[config.mk]
export PLATFORM = sky130hd
export DESIGN_NAME = conv_frame_seq
export DESIGN_NICKNAME = d
export VERILOG_FILES = /design/src/rtl/conv_pkg.sv /design/src/rtl/conv_frame_seq_cnt.sv /design/src/rtl/conv_frame_seq.sv
export SDC_FILE = /design/constraint.sdc
export NUM_CORES = 1
export LEC_CHECK = 0
export ABC_AREA = 1
export BUFFER_PORTS_ARGS = -buffer_cell sky130_fd_sc_hd__buf_2
export CAP_MARGIN = 10
export CORE_UTILIZATION = 51
export CTS_BUF_LIST = sky130_fd_sc_hd__clkbuf_4 sky130_fd_sc_hd__clkbuf_8
export DETAILED_ROUTE_END_ITERATION = 6
export GPL_TIMING_DRIVEN = 0
export HOLD_SLACK_MARGIN = 0.03
export PLACE_DENSITY = 0.75
export SLEW_MARGIN = 20
export SYNTH_ARGS = -nofsm -noshare
export SYNTH_HDL_FRONTEND = slang
export SYNTH_SLANG_ARGS = --single-unit
[constraint.sdc]
create_clock -name clk -period 4.9 [get_ports clk]
set_input_delay 0.49 -clock clk [delete_from_list [all_inputs] [get_ports clk]]
set_output_delay 0.49 -clock clk [all_outputs]
set_load 0.02 [all_outputs]
[src/rtl/conv_pkg.sv]
// Shared types and constants for the convolution front end.
// Holds the pixel format, the flush fill value and the frame sequencer state/error encodings.
package conv_pkg;

    localparam int PIXEL_W = 8;
    localparam logic [PIXEL_W-1:0] FILL_PIXEL = '0;

    localparam int ERR_EOL = 0;
    localparam int ERR_SOF = 1;
    localparam int ERR_CFG = 2;

    typedef enum logic [1:0] {
        IDLE  = 2'd0,
        PASS  = 2'd1,
        FLUSH = 2'd2
    } conv_frame_seq_state_t;

endpackage

[src/rtl/conv_frame_seq_cnt.sv]
// Column/row position counter for conv_frame_seq, shared by the pass-through and flush phases.
// Holds the frame geometry latched at start of frame and flags the last column / last pixel.
module conv_frame_seq_cnt
    import conv_pkg::*;
#(
    parameter int MAX_W = 1024,
    parameter int MAX_H = 1024,
    localparam int CW = $clog2(MAX_W),
    localparam int RW = $clog2(MAX_H),
    localparam int WW = $clog2(MAX_W + 1),
    localparam int HW = $clog2(MAX_H + 1)
) (
    input  logic          clk,
    input  logic          arst_n,
    input  logic          cfg_latch_i,
    input  logic [WW-1:0] cfg_width_i,
    input  logic [HW-1:0] cfg_height_i,
    input  logic          load_i,
    input  logic [CW-1:0] load_col_i,
    input  logic [RW-1:0] load_row_i,
    input  logic          en_i,
    output logic [CW-1:0] col_o,
    output logic [RW-1:0] row_o,
    output logic [WW-1:0] width_o,
    output logic          last_col_o,
    output logic          last_pix_o
);

    logic [CW-1:0] col_q;
    logic [RW-1:0] row_q;
    logic [WW-1:0] width_q;
    logic [HW-1:0] height_q;
    logic          last_row;

    assign last_col_o = (WW'(col_q) == width_q - WW'(1));
    assign last_row   = (HW'(row_q) == height_q - HW'(1));
    assign last_pix_o = last_col_o && last_row;
    assign col_o      = col_q;
    assign row_o      = row_q;
    assign width_o    = width_q;

    // NOTE: sequential state uses non-blocking assignments so every register samples pre-edge values.
    always_ff @(posedge clk or negedge arst_n) begin
        if (!arst_n) begin
            col_q    <= '0;
            row_q    <= '0;
            width_q  <= '0;
            height_q <= '0;
        end else begin
            if (cfg_latch_i) begin
                width_q  <= cfg_width_i;
                height_q <= cfg_height_i;
            end
            if (load_i) begin
                col_q <= load_col_i;
                row_q <= load_row_i;
            end else if (en_i) begin
                if (last_col_o) begin
                    col_q <= '0;
                    row_q <= row_q + 1'b1;
                end else begin
                    col_q <= col_q + 1'b1;
                end
            end
        end
    end

endmodule

[src/rtl/conv_frame_seq.sv]
// Frame sequencer in front of conv_cntrl: validates the upstream AXI-S video geometry,
// regenerates SOF/EOL from counters and appends flush pixels so the 5x5 window drains.
module conv_frame_seq
    import conv_pkg::*;
#(
    parameter int MAX_W       = 1024,
    parameter int MAX_H       = 1024,
    parameter int FLUSH_LINES = 2,
    parameter int FLUSH_PIX   = 2
) (
    input  logic                         clk,
    input  logic                         arst_n,
    input  logic [$clog2(MAX_W+1)-1:0]   cfg_width_i,
    input  logic [$clog2(MAX_H+1)-1:0]   cfg_height_i,
    input  logic                         s_tvalid_i,
    input  logic [PIXEL_W-1:0]           s_tdata_i,
    input  logic                         s_tuser_i,
    input  logic                         s_tlast_i,
    output logic                         s_tready_o,
    output logic                         m_tvalid_o,
    output logic [PIXEL_W-1:0]           m_tdata_o,
    output logic                         m_tuser_o,
    output logic                         m_tlast_o,
    input  logic                         m_tready_i,
    output logic                         busy_o,
    output logic                         frame_done_o,
    output logic [2:0]                   err_o,
    input  logic                         err_clr_i
);

    localparam int CW = $clog2(MAX_W);
    localparam int RW = $clog2(MAX_H);
    localparam int WW = $clog2(MAX_W + 1);
    localparam int HW = $clog2(MAX_H + 1);
    localparam int FW = $clog2(FLUSH_LINES * MAX_W + FLUSH_PIX + 1);
    localparam logic [WW-1:0] W_MAX = WW'(MAX_W);
    localparam logic [HW-1:0] H_MAX = HW'(MAX_H);

    conv_frame_seq_state_t state_q, state_d;

    logic [CW-1:0] col;
    logic [RW-1:0] row;
    logic [WW-1:0] width_lat;
    logic          last_col, last_pix;
    logic          cnt_en, cnt_load, cfg_latch;
    logic [FW-1:0] flush_q, flush_last_idx;
    logic          flush_clr, flush_inc, flush_last;
    logic          done_d, done_q;
    logic [2:0]    err_set, err_q;
    logic          cfg_ok, at_origin, resync;

    conv_frame_seq_cnt #(.MAX_W(MAX_W), .MAX_H(MAX_H)) u_cnt (
        .clk         (clk),
        .arst_n      (arst_n),
        .cfg_latch_i (cfg_latch),
        .cfg_width_i (cfg_width_i),
        .cfg_height_i(cfg_height_i),
        .load_i      (cnt_load),
        .load_col_i  (CW'(1)),
        .load_row_i  ('0),
        .en_i        (cnt_en),
        .col_o       (col),
        .row_o       (row),
        .width_o     (width_lat),
        .last_col_o  (last_col),
        .last_pix_o  (last_pix)
    );

    // Geometry below 3 cannot fill a 5x5 window with a radius-2 border.
    assign cfg_ok = (cfg_width_i >= WW'(3)) && (cfg_width_i <= W_MAX) &&
                    (cfg_height_i >= HW'(3)) && (cfg_height_i <= H_MAX);

    assign at_origin      = (col == '0) && (row == '0);
    assign resync         = s_tuser_i && !at_origin;
    assign flush_last_idx = FW'(FLUSH_LINES * int'(width_lat) + FLUSH_PIX - 1);
    assign flush_last     = (flush_q == flush_last_idx);

    assign busy_o       = (state_q != IDLE);
    assign frame_done_o = done_q;
    assign err_o        = err_q;

    always_comb begin
        // NOTE: every signal driven here gets a default first so no path can infer a latch.
        state_d    = state_q;
        s_tready_o = 1'b1;
        m_tvalid_o = 1'b0;
        m_tdata_o  = s_tdata_i;
        m_tuser_o  = 1'b0;
        m_tlast_o  = 1'b0;
        cnt_en     = 1'b0;
        cnt_load   = 1'b0;
        cfg_latch  = 1'b0;
        flush_clr  = 1'b0;
        flush_inc  = 1'b0;
        done_d     = 1'b0;
        err_set    = '0;
        unique case (state_q)
            IDLE: begin
                if (s_tvalid_i && s_tuser_i) begin
                    if (cfg_ok) begin
                        m_tvalid_o = 1'b1;
                        m_tuser_o  = 1'b1;
                        s_tready_o = m_tready_i;
                        if (m_tready_i) begin
                            cfg_latch = 1'b1;
                            cnt_load  = 1'b1;
                            state_d   = PASS;
                        end
                    end else begin
                        err_set[ERR_CFG] = 1'b1;
                    end
                end
            end
            PASS: begin
                m_tvalid_o = s_tvalid_i;
                s_tready_o = m_tready_i;
                m_tuser_o  = at_origin || s_tuser_i;
                // A resynced beat becomes pixel (0,0), which is never the last column.
                m_tlast_o  = last_col && !resync;
                if (s_tvalid_i && m_tready_i) begin
                    err_set[ERR_EOL] = (s_tlast_i != m_tlast_o);
                    if (resync) begin
                        err_set[ERR_SOF] = 1'b1;
                        cnt_load         = 1'b1;
                    end else begin
                        cnt_en = 1'b1;
                        if (last_pix) begin
                            flush_clr = 1'b1;
                            state_d   = FLUSH;
                        end
                    end
                end
            end
            FLUSH: begin
                s_tready_o = 1'b0;
                m_tvalid_o = 1'b1;
                m_tdata_o  = FILL_PIXEL;
                m_tlast_o  = last_col;
                if (m_tready_i) begin
                    cnt_en = 1'b1;
                    if (flush_last) begin
                        done_d  = 1'b1;
                        state_d = IDLE;
                    end else begin
                        flush_inc = 1'b1;
                    end
                end
            end
            default: state_d = IDLE;
        endcase
    end

    always_ff @(posedge clk or negedge arst_n) begin
        if (!arst_n) begin
            state_q <= IDLE;
            flush_q <= '0;
            done_q  <= 1'b0;
            err_q   <= '0;
        end else begin
            state_q <= state_d;
            done_q  <= done_d;
            if (flush_clr) begin
                flush_q <= '0;
            end else if (flush_inc) begin
                flush_q <= flush_q + 1'b1;
            end
            if (err_clr_i) begin
                err_q <= '0;
            end else begin
                err_q <= err_q | err_set;
            end
        end
    end

endmodule

=== Yosys cells after proc, flatten, opt, wreduce, memory -nomap -nowiden ===
Cells that the tools add are included.

* Register bits: 60
* Latch bits: 0
* Memory bits (writable): 0
* Memory bits (read-only): 0
* Input port bits: 37
* Output and inout port bits: 17
* Logic and storage cells: 107
* Memories kept: 0

* Add/sub/neg operators: 7
* $mul: 0
* Divide/modulo/power cells: 0
* Order comparisons: 4
* Eq/ne operators: 14
* Shift-type cells: 0
* Muxes and demuxes: 52
* Bitwise gates (word level): 1
* Reductions and logical operators: 21

{| class="wikitable"
|+ Operators with widths
! cell !! number
|-
| $mux W10 || 6
|-
| $mux W1 || 25
|-
| $mux W12 || 2
|-
| $eq A10 B11 Y1 || 2
|-
| $ge A11 B2 Y1 const B || 2
|-
| $le A11 B11 Y1 const B || 2
|-
| $sub A11 B1 Y11 const B || 2
|-
| $add A10 B1 Y10 const B || 2
|-
| $logic_not A10 Y1 || 2
|-
| $mux W2 || 10
|-
| $ne A2 B2 Y1 const B || 8
|-
| $add A12 B1 Y12 const B || 1
|-
| $add A12 B2 Y12 const B || 1
|-
| $eq A12 B12 Y1 || 1
|-
| $sub A12 B1 Y12 const B || 1
|-
| $logic_and A1 B1 Y1 || 9
|-
| $mux W8 || 1
|-
| $pmux W1 S2 || 4
|-
| $reduce_and A8 Y1 || 1
|-
| $reduce_bool A2 Y1 || 4
|-
| $pmux W1 S3 || 2
|-
| $pmux W2 S3 || 1
|-
| $mux W3 || 1
|-
| $or A3 B3 Y3 || 1
|-
| 7 further kinds || 8
|}

=== Depth between registers and ports, before layout ===
* Depth in word-level cells: 11
* Mapped depth: 16
* Mapped depth without buffers: 16

=== By module ===
A second synthesis with hierarchy kept.

* Cells, all modules: 723
* Area, all modules: 4693.3 µm²

{| class="wikitable"
|+ Modules (own cells, without submodules)
! module !! instances !! cells an instance !! area an instance (µm²) !! sequential area each (µm²)
|-
| conv_frame_seq_cnt || 1 || 418 || 2890.3 || 1051.0
|-
| conv_frame_seq || 1 || 305 || 1803.0 || 450.4
|}

=== Least setup slack after synthesis ===
OpenSTA, ideal clock, no wires.

* Path type: register -> output
* Start: register u_cnt.width_q[1], in the netlist u_cnt.width_o[1]
* End: output m_tlast_o
* Data arrival time: 1.969 ns
* Required time: 4.410 ns
* Path slack: 2.441 ns
* Cell stages (with the launch flop): 13
* Path buffers: 0
* Cell sequence: dfrtp_1 > inv_1 > ha_1 > inv_1 > nand2_1 > nand2_1 > nor2_1 > nand3_1 > nor2_1 > nand3_1 > nor2_4 > nand2_4 > a211oi_1

* Word-level cells in the longest chain between the ends: 4

{| class="wikitable"
|+ RTL lines
! item !! line !! source
|-
| from (decl) || conv_frame_seq_cnt.sv:31 || <nowiki>logic [WW-1:0] width_q;</nowiki>
|-
| from (signal assigned) || conv_frame_seq_cnt.sv:51 || <nowiki>width_q <= cfg_width_i;</nowiki>
|-
| $sub A11 B1 Y11 * || conv_frame_seq_cnt.sv:35 || <nowiki>assign last_col_o = (WW'(col_q) == width_q - WW'(1));</nowiki>
|-
| $eq A10 B11 Y1 * || conv_frame_seq_cnt.sv:35 ||
|-
| $logic_and A1 B1 Y1 || conv_frame_seq.sv:119 || <nowiki>m_tlast_o = last_col && !resync;</nowiki>
|-
| $pmux W1 S2 * || conv_frame_seq.sv:97 || <nowiki>unique case (state_q)</nowiki>
|-
| to (decl) || conv_frame_seq.sv:23 || <nowiki>output logic m_tlast_o,</nowiki>
|}

Mark *: on every way between the ends. The rest lies on a longest branch, timed or not.

=== Worst setup path after layout ===
* Start: register u_cnt.width_q[0], in the netlist u_cnt.width_o[0]
* End: output m_tlast_o

The elaborated chain is that of the path after synthesis.

==> impl_metrics.tcl <==
set metrics [dict create \
    status "complete, no violations" \
    timing.final.ws_setup_ps 1870 \
    synth_top_area_share_pct 30.9 \
    fillers 866 \
    async_flop_share_pct 100 \
    dp_slack_ps 2320 \
    r2r_start "u_cnt.width_o[0]$_DFFE_PN0P_" \
    row_count 35 \
    drv_cap 0 \
    dpl-instance-area_um2 5280 \
    synth_area_um2 4850 \
    ys.flop_type "dfrtp_1" \
    whs_ps 215 \
    drc 0 \
    synthSimpleGateAreaFrac_pct 41.6 \
    setup_viol 0 \
    start_util_pct 52.5 \
    crit_arrival_ps 2540 \
    slew_violations 0 \
    grt_pass1_vias 4702 \
    p_per_area_nw_per_um2 436 \
    clkPwrFrac_pct 22.8 \
    routed_wl_um 12700 \
    die-area_um2 9910 \
    grt_overflow 0 \
    rsz0062_at_grt "no" \
    fin_crit_ps 3030 \
    post_cts_resize_count 0 \
    grt_pass1_wl_um 21900 \
    crit_path_max_fanout 7 \
    ys_top_cells_by_area "dfrtp_1 (31%), nand2_1 (15%), inv_1 (8.7%), nand3_1 (6.9%), nor2_1 (6.9%)" \
    finClkSkew_ps 6.55 \
    post_cts_buffers 0 \
    cts_tree "done" \
    seq_area_frac_synth_pct 30.9 \
    slew_headroom_pct 48.1 \
    synth-seq-cells 60 \
    htree_num_levels 3 \
    ys_types 39 \
    antenna_cells 0 \
    worstPathRequired_ps 4410 \
    crit_type "reg2out" \
    postCtsHoldBufs 0 \
    fp.dieH_um 99.6 \
    first_pass_iters 5 \
    antenna_found_initial 0 \
    syn_inst 736 \
    synth-edff-count 0 \
    cts_sinks 60 \
    pin_count 54 \
    finalHoldViolCount 0 \
    swShare_pct 45.1 \
    area_delta_synth_final_pct 13.8 \
    synth_top_area_cell "dfrtp_1" \
    drt_iter0_markers 261 \
    port_buffers 53 \
    cts_buffers 9 \
    detail-route-antenna-nets 0 \
    grt_max_degree 61 \
    nNetsFinal 848 \
    ir_worst_vdd_mv 0.250 \
    synthXorXnorAreaFrac_pct 4.69 \
    clk_latency_ps 350 \
    max_clock_freq_mhz 330 \
    viasPerCell 5.29 \
    die_x_um 99.6 \
    clockRootBuffer "clkbuf_8" \
    avgSynthCellArea_um2 6.59 \
    synth_top_family_by_area "simple AND/OR/NAND/NOR gates" \
    wl_per_cell_um 13.6 \
    core_area_um2 9240 \
    via_count 4942 \
    synth_compound_area_share_pct 8.66 \
    p_leak_nw 2.90 \
    dp_hpwl_um 10000 \
    finalSetupTns_ps 0 \
    seqPwrFrac_pct 32.0 \
    drive_gt1_share_pct 17.6 \
    p_int_mw 1.32 \
    combPwrFrac_pct 45.3 \
    fin_cells 934 \
    fin_crit_sh_pct 61.9 \
    muxShareOfSynthArea_pct 0 \
    finish.instance_area_um2 5520 \
    place.gp.congestion 0.975 \
    syn-num-nets 784 \
    power.net_switching_mw 1.09 \
    path_clk_slew_ps 70 \
    end_kind "primary output" \
    worstMarginPinSlew_ps 778 \
    hp-class "in2async" \
    reg2reg_slack_ps 2590 \
    yosysWarnings 0 \
    yosys.area_share.adder_pct 2.84 \
    total_power_mw 2.41 \
    r2r_end "flush_q[7]$_DFFE_PN0P_" \
    track_usage_pct 28.0 \
    utilization_pct 59.8 \
    cp-start-kind "flop" \
    reg2regPathDepth 16 \
    clock_path_buffers 2 \
    dp.cells 918 \
]
## cells by family (layout without fill, tap and decap cells)
kind of cell / after synthesis / count (layout)
flip-flops: 60 / 60
AO/OA/AOI/OAI: 69 / 69
adder cells (fa/ha/maj): 11 / 11
AND/OR/NAND/NOR: 435 / 435
buffers and inverters: 135 / 204
XOR/XNOR: 26 / 26
## registers in the layout, summed over array words and instances, names as in the netlist
name            count
frame_done_o        1
u_cnt.height_q     11
err_o               3
flush_q            12
state_q             2
u_cnt.col_o        10
u_cnt.width_o      11
u_cnt.row_o        10
## power groups by stage
stage                     combinational (mW)  clock, mW  sequential [mW]
after CTS                               1.08      0.549            0.766
final                                   1.09      0.548            0.770
after global placement                  1.04          0            0.769
after floorplan                        0.847          0            0.727
after detailed placement                1.07          0            0.773
after global routing                    1.25      0.569            0.787
## synth_stat cells (3+ instances only)
cell,instances
nor3_1,22
inv_2,7
nand2_1,193
nand2_4,6
ha_1,11
nand4_1,14
o22ai_1,3
xnor2_1,13
dfrtp_1,60
buf_6,3
o2111ai_1,3
inv_1,112
nand3b_1,6
clkbuf_1,3
o21ai_2,10
a21oi_1,11
nor2_1,89
nand3_1,67
xor2_1,13
nor2_2,6
o211ai_1,3
nor2_4,5
nand2_2,12
buf_2,7
o21ai_1,3
or2_2,5
o21ai_0,30
## per-layer routing
layer	GRT usage, %	vias to the layer above	wire (µm)
li1	-	2456	-
met1	37.8	2278	5860
met2	45.4	181	5800
met3	4.78	27	765
met4	10.1	0	318
met5	0	-	0
## cells in the final DEF, fill, tap and decap left out, types with 3 or more instances in the layout
master,instances
o211ai_1,3
o21ai_0,30
a21oi_1,11
inv_1,112
buf_6,3
buf_2,59
nand2_2,12
dfrtp_1,60
xor2_1,13
o21ai_2,10
o2111ai_1,3
ha_1,11
inv_2,7
o21ai_1,3
nor2_2,6
nand4_1,14
nor2_1,89
o22ai_1,3
nor3_1,22
buf_4,3
clkbuf_8,12
xnor2_1,13
or2_2,5
clkbuf_1,3
nor2_4,5
nand3_1,67
nand2_1,193
nand2_4,6
nand3b_1,6
## final cells by class
class	instances	area (µm²)	share of cell area, %
plain buffers	16	100	1.81
clock buffers	13	173	3.13
clock inverters	3	67.6	1.22
inverters	119	447	8.09
multi-input cells	541	2810	50.8
flip-flops and latches	60	1500	27.2
well taps	129	161	2.92
repair buffers	53	268	4.85
## worst max path at each step
stage / start / endpoint / slack (ps) / cells after the start
after floorplan: u_cnt.width_o[1]$_DFFE_PN0P_ / m_tlast_o / 2440 / 12
after global routing: u_cnt.width_o[1]$_DFFE_PN0P_ / m_tlast_o / 1690 / 13
after global placement: u_cnt.width_o[1]$_DFFE_PN0P_ / m_tlast_o / 2300 / 13
final: u_cnt.width_o[0]$_DFFE_PN0P_ / m_tlast_o / 1870 / 13
after detailed placement: u_cnt.width_o[0]$_DFFE_PN0P_ / m_tlast_o / 2320 / 13
after CTS: u_cnt.width_o[0]$_DFFE_PN0P_ / m_tlast_o / 1900 / 13
## worst max-delay path, cell delays in order, from the launching register on
cell and delay (ps):
dfrtp_1 430, inv_2 150, ha_1 290, inv_1 80
nand2_1 80, nand2_1 60, nand2_1 70, nand3_1 70
nor2_1 120, nand3_1 130, nor2_4 120, nand2_4 100
a211oi_1 270, buf_2 230
(Power assumes the default switching activity.)
